**config.mk**
```make
export PLATFORM = sky130hd
export DESIGN_NAME = mem_port_arbiter
export DESIGN_NICKNAME = d
export VERILOG_FILES = /design/src/rtl/mem_port_arbiter.sv
export SDC_FILE = /design/constraint.sdc
export NUM_CORES = 1
export LEC_CHECK = 0
export CORE_AREA = 2 2 140 142
export CTS_BUF_LIST = sky130_fd_sc_hd__clkbuf_8
export DETAILED_ROUTE_END_ITERATION = 7
export DIE_AREA = 0 0 142 144
export HOLD_SLACK_MARGIN = 0.02
export SYNTH_ARGS = -nofsm -noshare
export SYNTH_HDL_FRONTEND = slang
export SYNTH_SLANG_ARGS = --single-unit
```
**constraint.sdc**
```tcl
create_clock -name clk -period 3.5 [get_ports clk]
set_clock_uncertainty 0.15 [all_clocks]
set_input_delay 0.35 -clock clk [delete_from_list [all_inputs] [get_ports clk]]
set_output_delay 0.35 -clock clk [all_outputs]
set_load 0.03 [all_outputs]
```
**src/rtl/mem_port_arbiter.sv**
```systemverilog
// Arbitrates a fetch port and a data port onto one single-port memory.
// Data wins by default; fetch is forced through after STARVE_MAX consecutive losses.
module mem_port_arbiter #(
  parameter int ADDR_W     = 8,
  parameter int STARVE_MAX = 4
) (
  input  logic              clk,
  input  logic              rst,
  input  logic              if_req,
  input  logic [31:0]       if_addr,
  output logic              if_done,
  output logic [31:0]       if_rdata,
  input  logic              dm_req,
  input  logic              dm_we,
  input  logic [31:0]       dm_addr,
  input  logic [31:0]       dm_wdata,
  output logic              dm_done,
  output logic [31:0]       dm_rdata,
  output logic              dm_err,
  output logic              if_err,
  output logic              mem_req,
  output logic              mem_we,
  output logic [ADDR_W-1:0] mem_addr,
  output logic [31:0]       mem_wdata,
  input  logic              mem_ack,
  input  logic [31:0]       mem_rdata,
  output logic              stall_if
);

  localparam int CNT_W = (STARVE_MAX < 1) ? 1 : $clog2(STARVE_MAX + 1);
  localparam logic [CNT_W-1:0] STARVE_LIM = CNT_W'(STARVE_MAX);

  typedef enum logic [1:0] {IDLE, ACCESS, RESP} state_t;

  state_t           state, state_nxt;
  logic [CNT_W-1:0] starve_cnt;
  logic             own_if;
  logic             own_we;

  logic             any_req;
  logic             grant_if;
  logic [31:0]      win_addr;
  logic             win_we;
  logic             misalign;
  logic             unused_addr_hi;

  // Fetch wins when data is idle, or when it has lost too many times in a row.
  assign any_req        = if_req | dm_req;
  assign grant_if       = if_req & (~dm_req | (starve_cnt == STARVE_LIM));
  assign win_addr       = grant_if ? if_addr : dm_addr;
  assign win_we         = ~grant_if & dm_we;
  assign misalign       = |win_addr[1:0];
  assign unused_addr_hi = ^win_addr[31:ADDR_W+2];

  assign stall_if = if_req & ~if_done;

  always_ff @(posedge clk or posedge rst) begin
    if (rst) state <= IDLE;
    else     state <= state_nxt;
  end

  always_comb begin
    state_nxt = state;
    unique case (state)
      IDLE:    if (any_req) state_nxt = misalign ? RESP : ACCESS;
      ACCESS:  if (mem_ack) state_nxt = RESP;
      RESP:    state_nxt = IDLE;
      default: state_nxt = IDLE;
    endcase
  end

  // Memory-side outputs, done/err pulses and captured read data are all registered.
  always_ff @(posedge clk or posedge rst) begin
    if (rst) begin
      starve_cnt <= '0;
      own_if     <= 1'b0;
      own_we     <= 1'b0;
      mem_req    <= 1'b0;
      mem_we     <= 1'b0;
      mem_addr   <= '0;
      mem_wdata  <= '0;
      if_done    <= 1'b0;
      dm_done    <= 1'b0;
      if_err     <= 1'b0;
      dm_err     <= 1'b0;
      if_rdata   <= '0;
      dm_rdata   <= '0;
    end else begin
      if_done <= 1'b0;
      dm_done <= 1'b0;
      if_err  <= 1'b0;
      dm_err  <= 1'b0;
      unique case (state)
        IDLE: begin
          if (any_req) begin
            own_if <= grant_if;
            own_we <= win_we;
            if (grant_if)                        starve_cnt <= '0;
            else if (if_req && starve_cnt != STARVE_LIM) starve_cnt <= starve_cnt + 1'b1;
            if (misalign) begin
              if_done <= grant_if;
              if_err  <= grant_if;
              dm_done <= ~grant_if;
              dm_err  <= ~grant_if;
              if (grant_if) if_rdata <= '0;
              else          dm_rdata <= '0;
            end else begin
              mem_req   <= 1'b1;
              mem_we    <= win_we;
              mem_addr  <= win_addr[ADDR_W+1:2];
              mem_wdata <= grant_if ? 32'h0 : dm_wdata;
            end
          end
        end
        ACCESS: begin
          if (mem_ack) begin
            mem_req <= 1'b0;
            mem_we  <= 1'b0;
            if (own_if) begin
              if_done  <= 1'b1;
              if_rdata <= mem_rdata;
            end else begin
              dm_done  <= 1'b1;
              dm_rdata <= own_we ? 32'h0 : mem_rdata;
            end
          end
        end
        default: ;
      endcase
    end
  end

endmodule

```
# After elaboration in Yosys (flattened, before gate mapping)
# Index checks and enable logic that the tools add are counted.
# word_totals
reg_bits,117
output_inout_bits,111
wordCells,87
# classes
n_addsub,1
eq_ne,11
mux,40
bitwise,9
reduce_logical,12
# ops
cell,n
$mux 32,12
$pmux 32 s2,2
$ne 2x2->1 const B,8
$mux 1,15
$reduce_and 6->1,2
$mux 10,1
$pmux 1 s2,4
$mux 2,3
$mux 3,2
$reduce_and 3->1,2
$not 1->1,4
$pmux 2 s2,1
$reduce_and 2->1,2
$reduce_and 4->1,1
$reduce_bool 2->1,2
$add 3x1->3 const B,1
$and 1x1->1,3
$eq 3x3->1 const B,1
$ne 3x3->1 const B,1
$eq 2x1->1 const B,1
$logic_not 2->1,1
$or 1x1->1,2
$reduce_or 2->1,1
$logic_and 1x1->1,1

# Logic depth before layout (Yosys ltp)
# depth
word_depth,8
depth_mapped,9
mapped_depth_nobuf,7

# Least setup slack after synthesis
# Ideal clock, no wire load.
# synth_path
path_kind,register -> register
from,reg starve_cnt[0]
to,reg if_rdata[10]
arrival_ns,1.697
t_required_ns,3.229
slack_ns,1.532
stages_incl_launch_ff,10
cell_sequence,dfrtp_1 inv_1 ha_1 a21bo_4 and2_4 buf_6 o221ai_4 nand2_4 buf_6 a22o_1
# synth_via
elab_chain_cells,7
word_cells_on_any_way,8
classes_between,3 x eq/ne; 1 x mux; 2 x bitwise; 2 x reduce/logical
# synth_rtl
element,line_no,text
from (decl),36,logic [CNT_W-1:0] starve_cnt;
from (signal assigned),99,else if (if_req && starve_cnt != STARVE_LIM) starve_cnt <= starve_cnt + 1'b1;
$eq 3x3->1 (*),49,assign grant_if = if_req & (~dm_req | (starve_cnt == STARVE_LIM));
$or 1x1->1 (*),49,
$and 1x1->1 (*),49,
$mux 10,50,assign win_addr = grant_if ? if_addr : dm_addr;
$reduce_or 2->1,52,assign misalign = |win_addr[1:0];
$ne 2x2->1 (no line),--,
$reduce_and 6->1 (no line) (*),--,
to (signal assigned),121,if_rdata <= mem_rdata;
to (decl),12,"output logic [31:0] if_rdata,"
# Mark *: on every way between the ends. The rest lies on a longest branch, timed or not.
# A chain may end at the register's enable or synchronous reset.

# Worst setup path in the final report
# layout_path
from,in if_req
to,out stall_if
# layout_via
elab_chain_cells,1
# layout_rtl
element,line_no,text
from (decl),9,"input logic if_req,"
$and 1x1->1,55,assign stall_if = if_req & ~if_done;
to (decl),27,output logic stall_if
# No other way between the ends.

==> flow_metrics.env <==
export IMPL_ys_seq_area_share_pct=62.5
export IMPL_drc=0
export IMPL_synthAdderAreaFrac_pct=0.534
export IMPL_hold_viol=0
export IMPL_fin_crit_sh_pct=71.3
export IMPL_cts_sinks=117
export IMPL_routedWlPerCell_um=16.9
export IMPL_yosys_top_cells_area="dfrtp_1 (63%), a22o_1 (13%), o2bb2ai_1 (6.0%), nand3_1 (3.6%), mux2i_1 (1.7%)"
export IMPL_synth_area_per_cell_sq_um=13.1
export IMPL_required_ns=3.00
export IMPL_synth_compound_area_share_pct=22.9
export IMPL_syn_inst=357
export IMPL_postCtsSetupBuffers=0
export IMPL_mappedNetlistNets=493
export IMPL_grt_use_total_pct=14.0
export IMPL_end_kind="output pin"
export IMPL_cp_max_fo=12
export IMPL_internal_power_mw=3.33
export IMPL_slew_viol_final=0
export IMPL_gr_total_overflow=0
export IMPL_cts_buffers=17
export IMPL_ctsLongestPathBuffers=2
export IMPL_num_vias=3796
export IMPL_numPortBuffers=200
export IMPL_tns_ns=0
export IMPL_r2r_cells=5
export IMPL_r2r_start="state[0]"
export IMPL_setup_slack_ns=1.00
export IMPL_synth_largest_area_cell="dfrtp_1"
export IMPL_critPathKind="primary input to output pin"
export IMPL_die_y_um=144
export IMPL_num_rows=51
export IMPL_synth_area_mux_share_pct=1.95
export IMPL_cts_hold_buf=0
export IMPL_cts_htree_levels=4
export IMPL_via_per_inst=4.72
export IMPL_synth_ff_type="dfrtp_1"
export IMPL_ant_nets=0
export IMPL_hp_class="primary input to async pin"
export IMPL_synth_top_area_share_pct=62.5
export IMPL_grt_start_max_net_pins=49
export IMPL_synth_cell_types=34
export IMPL_cts_root_buf="clkbuf_8"
export IMPL_die_x_um=142
export IMPL_grt_first_pass_wirelength_um=22000
export IMPL_drt_iter0_markers=77
export IMPL_synth_top_family_by_area="compound AO/OA/AOI/OAI gates"
export IMPL_dpl_hpwl_um=9540
export IMPL_seq_power_share_pct=35.8
export IMPL_async_reset_ff_share_pct=100
export IMPL_core_sq_um=19100
export IMPL_p_switching_mw=2.03
export IMPL_antenna_found_initial=0
export IMPL_fmax_mhz=401
export IMPL_worstMarginPinSlew_ns=0.631
export IMPL_grt_pass1_vias=4044
export IMPL_outcome="completed"
export IMPL_cts_tree="yes"
export IMPL_synth_edf_count=0
export IMPL_gp_routability_congestion=0.760
export IMPL_setup_viol=0
export IMPL_syn_area_sq_um=4680
export IMPL_leakage_nw=3.08
export IMPL_startpoint_type="primary input"
export IMPL_powerDensity_nw_per_um2=733
export IMPL_yosys_warnings=0
export IMPL_area_delta_synth_final_pct=56.2
export IMPL_drive_gt1_share_pct=10.1
export IMPL_comb_power_share_pct=40.0
export IMPL_initial_core_util_pct=24.6
export IMPL_cts_reportedPaths_clkPinSlew_ns=0.08
export IMPL_fin_nets=691
export IMPL_rsz0062_at_grt="false"
export IMPL_drv_cap=0
export IMPL_firstDrtPassIters=4
export IMPL_sw_frac_of_total_pct=37.9
export IMPL_n_antenna_cell=0
export IMPL_r2r_end="mem_wdata[27]"
export IMPL_r2r_slack_ns=1.12
export IMPL_synthXorXnorAreaFrac_pct=0
export IMPL_crit_arrival_ns=2.00
export IMPL_die_area_sq_um=20400
export IMPL_worstSetupStartpoint="if_req"
export IMPL_routed_wl_um=13600
export IMPL_ir_worst_vdd_v=0.000374
export IMPL_relSlewSlack_pct=57.8
export IMPL_clockPowerShare_pct=24.1
export IMPL_nFillCells=1836
export IMPL_ys_ff_latch=117
export IMPL_io_pins=245
export IMPL_synthSimpleGateAreaFrac_pct=7.85
export IMPL_cts_resized=0
export IMPL_clk_latency_ns=0.43
export IMPL_min_period_ns=2.50
export IMPL_dp_slack_ns=0.657
[routing by layer]
metal / vias to the layer above / global-route usage [%] / routed length, um
met5: - / 0 / 0
met4: 0 / 6.11 / 259
met3: 15 / 3.68 / 758
met2: 133 / 22.5 / 6590
met1: 1907 / 17.7 / 6020
li1: 1741 / - / -
[metrics by stage]
step	instance area (sq um)	hold slack, ns	std cells	power, mW	util, %
after global routing	7320	0.202	805	5.65	38.4
after global placement	6910	0.320	774	4.08	36.2
after floorplan	4690	0.301	357	3.16	-
final	7320	0.190	805	5.36	38.4
after CTS	7320	0.174	805	5.44	38.4
after detailed placement	6910	0.322	774	4.10	36.2
[layout make-up]
type | count | area [sq um] | share of cell area (%)
repair buffers | 209 | 2080 | 28.5
flip-flops and latches | 117 | 2930 | 40.0
inverters | 5 | 22.5 | 0.308
clock buffers | 17 | 234 | 3.20
clock inverters | 14 | 176 | 2.41
well taps | 238 | 298 | 4.07
multi-input cells | 205 | 1580 | 21.5
[synth_stat cells (all sizes together) (3+ instances only)]
cell / instances
nor2: 9
buf: 19
nand3: 34
nand2: 14
nor3: 3
clkbuf: 11
o2bb2ai: 32
mux2i: 8
a22o: 68
inv: 5
dfrtp: 117
o21ai: 17
[cells in the final DEF, fill, tap and decap left out, types with 3 or more instances in the layout]
cell type / n
clkdlybuf4s50_1: 200
dfrtp_1: 117
a22o_1: 68
nand3_1: 34
o2bb2ai_1: 32
clkbuf_8: 17
nand2_1: 13
o21ai_0: 9
mux2i_1: 8
buf_4: 8
o21ai_1: 7
nor2_1: 6
inv_1: 4
clkinv_4: 4
nor2_2: 3
clkinvlp_4: 3
bufinv_16: 3
inv_6: 3
[state kept, by name, summed over array words and instances (netlist names)]
name,flops
dm_err,1
state,2
if_done,1
dm_done,1
own_if,1
mem_wdata,32
starve_cnt,3
mem_addr,8
mem_req,1
mem_we,1
if_rdata,32
own_we,1
if_err,1
dm_rdata,32
[kinds of logic (layout without fill, tap and decap cells)]
family	Yosys count	in the layout
and+or+nand+nor	70	70
buffers and inverters	35	245
AOI/OAI and AO/OA	124	124
muxes	9	9
adders and majority gates	2	2
DFF	117	117
[power groups by stage]
stage	Clock (mW)	Combinational, mW	Sequential, mW
floorplan	0	0.626	2.54
finish	1.29	2.14	1.92
detailed placement	0	2.17	1.93
global route	1.41	2.28	1.97
global placement	0	2.15	1.93
CTS	1.35	2.18	1.92
[worst max path at each step]
stage | slack, ns | depth (start not counted) | to
4_1_cts | 1.00 | 3 | stall_if
5_1_grt | 0.92 | 3 | stall_if
6_report | 1.00 | 3 | stall_if
2_1_floorplan | 1.53 | 9 | if_rdata[10]
3_5_place_dp | 0.66 | 5 | if_rdata[1]
3_3_place_gp | 0.73 | 5 | if_rdata[1]
[critical path, stage by stage]
cell and delay, ns:
clkdlybuf4s50_1 0.75, nor2b_1 0.19, clkdlybuf4s50_1 0.70
No activity file was read; power rests on OpenSTA's default activity.
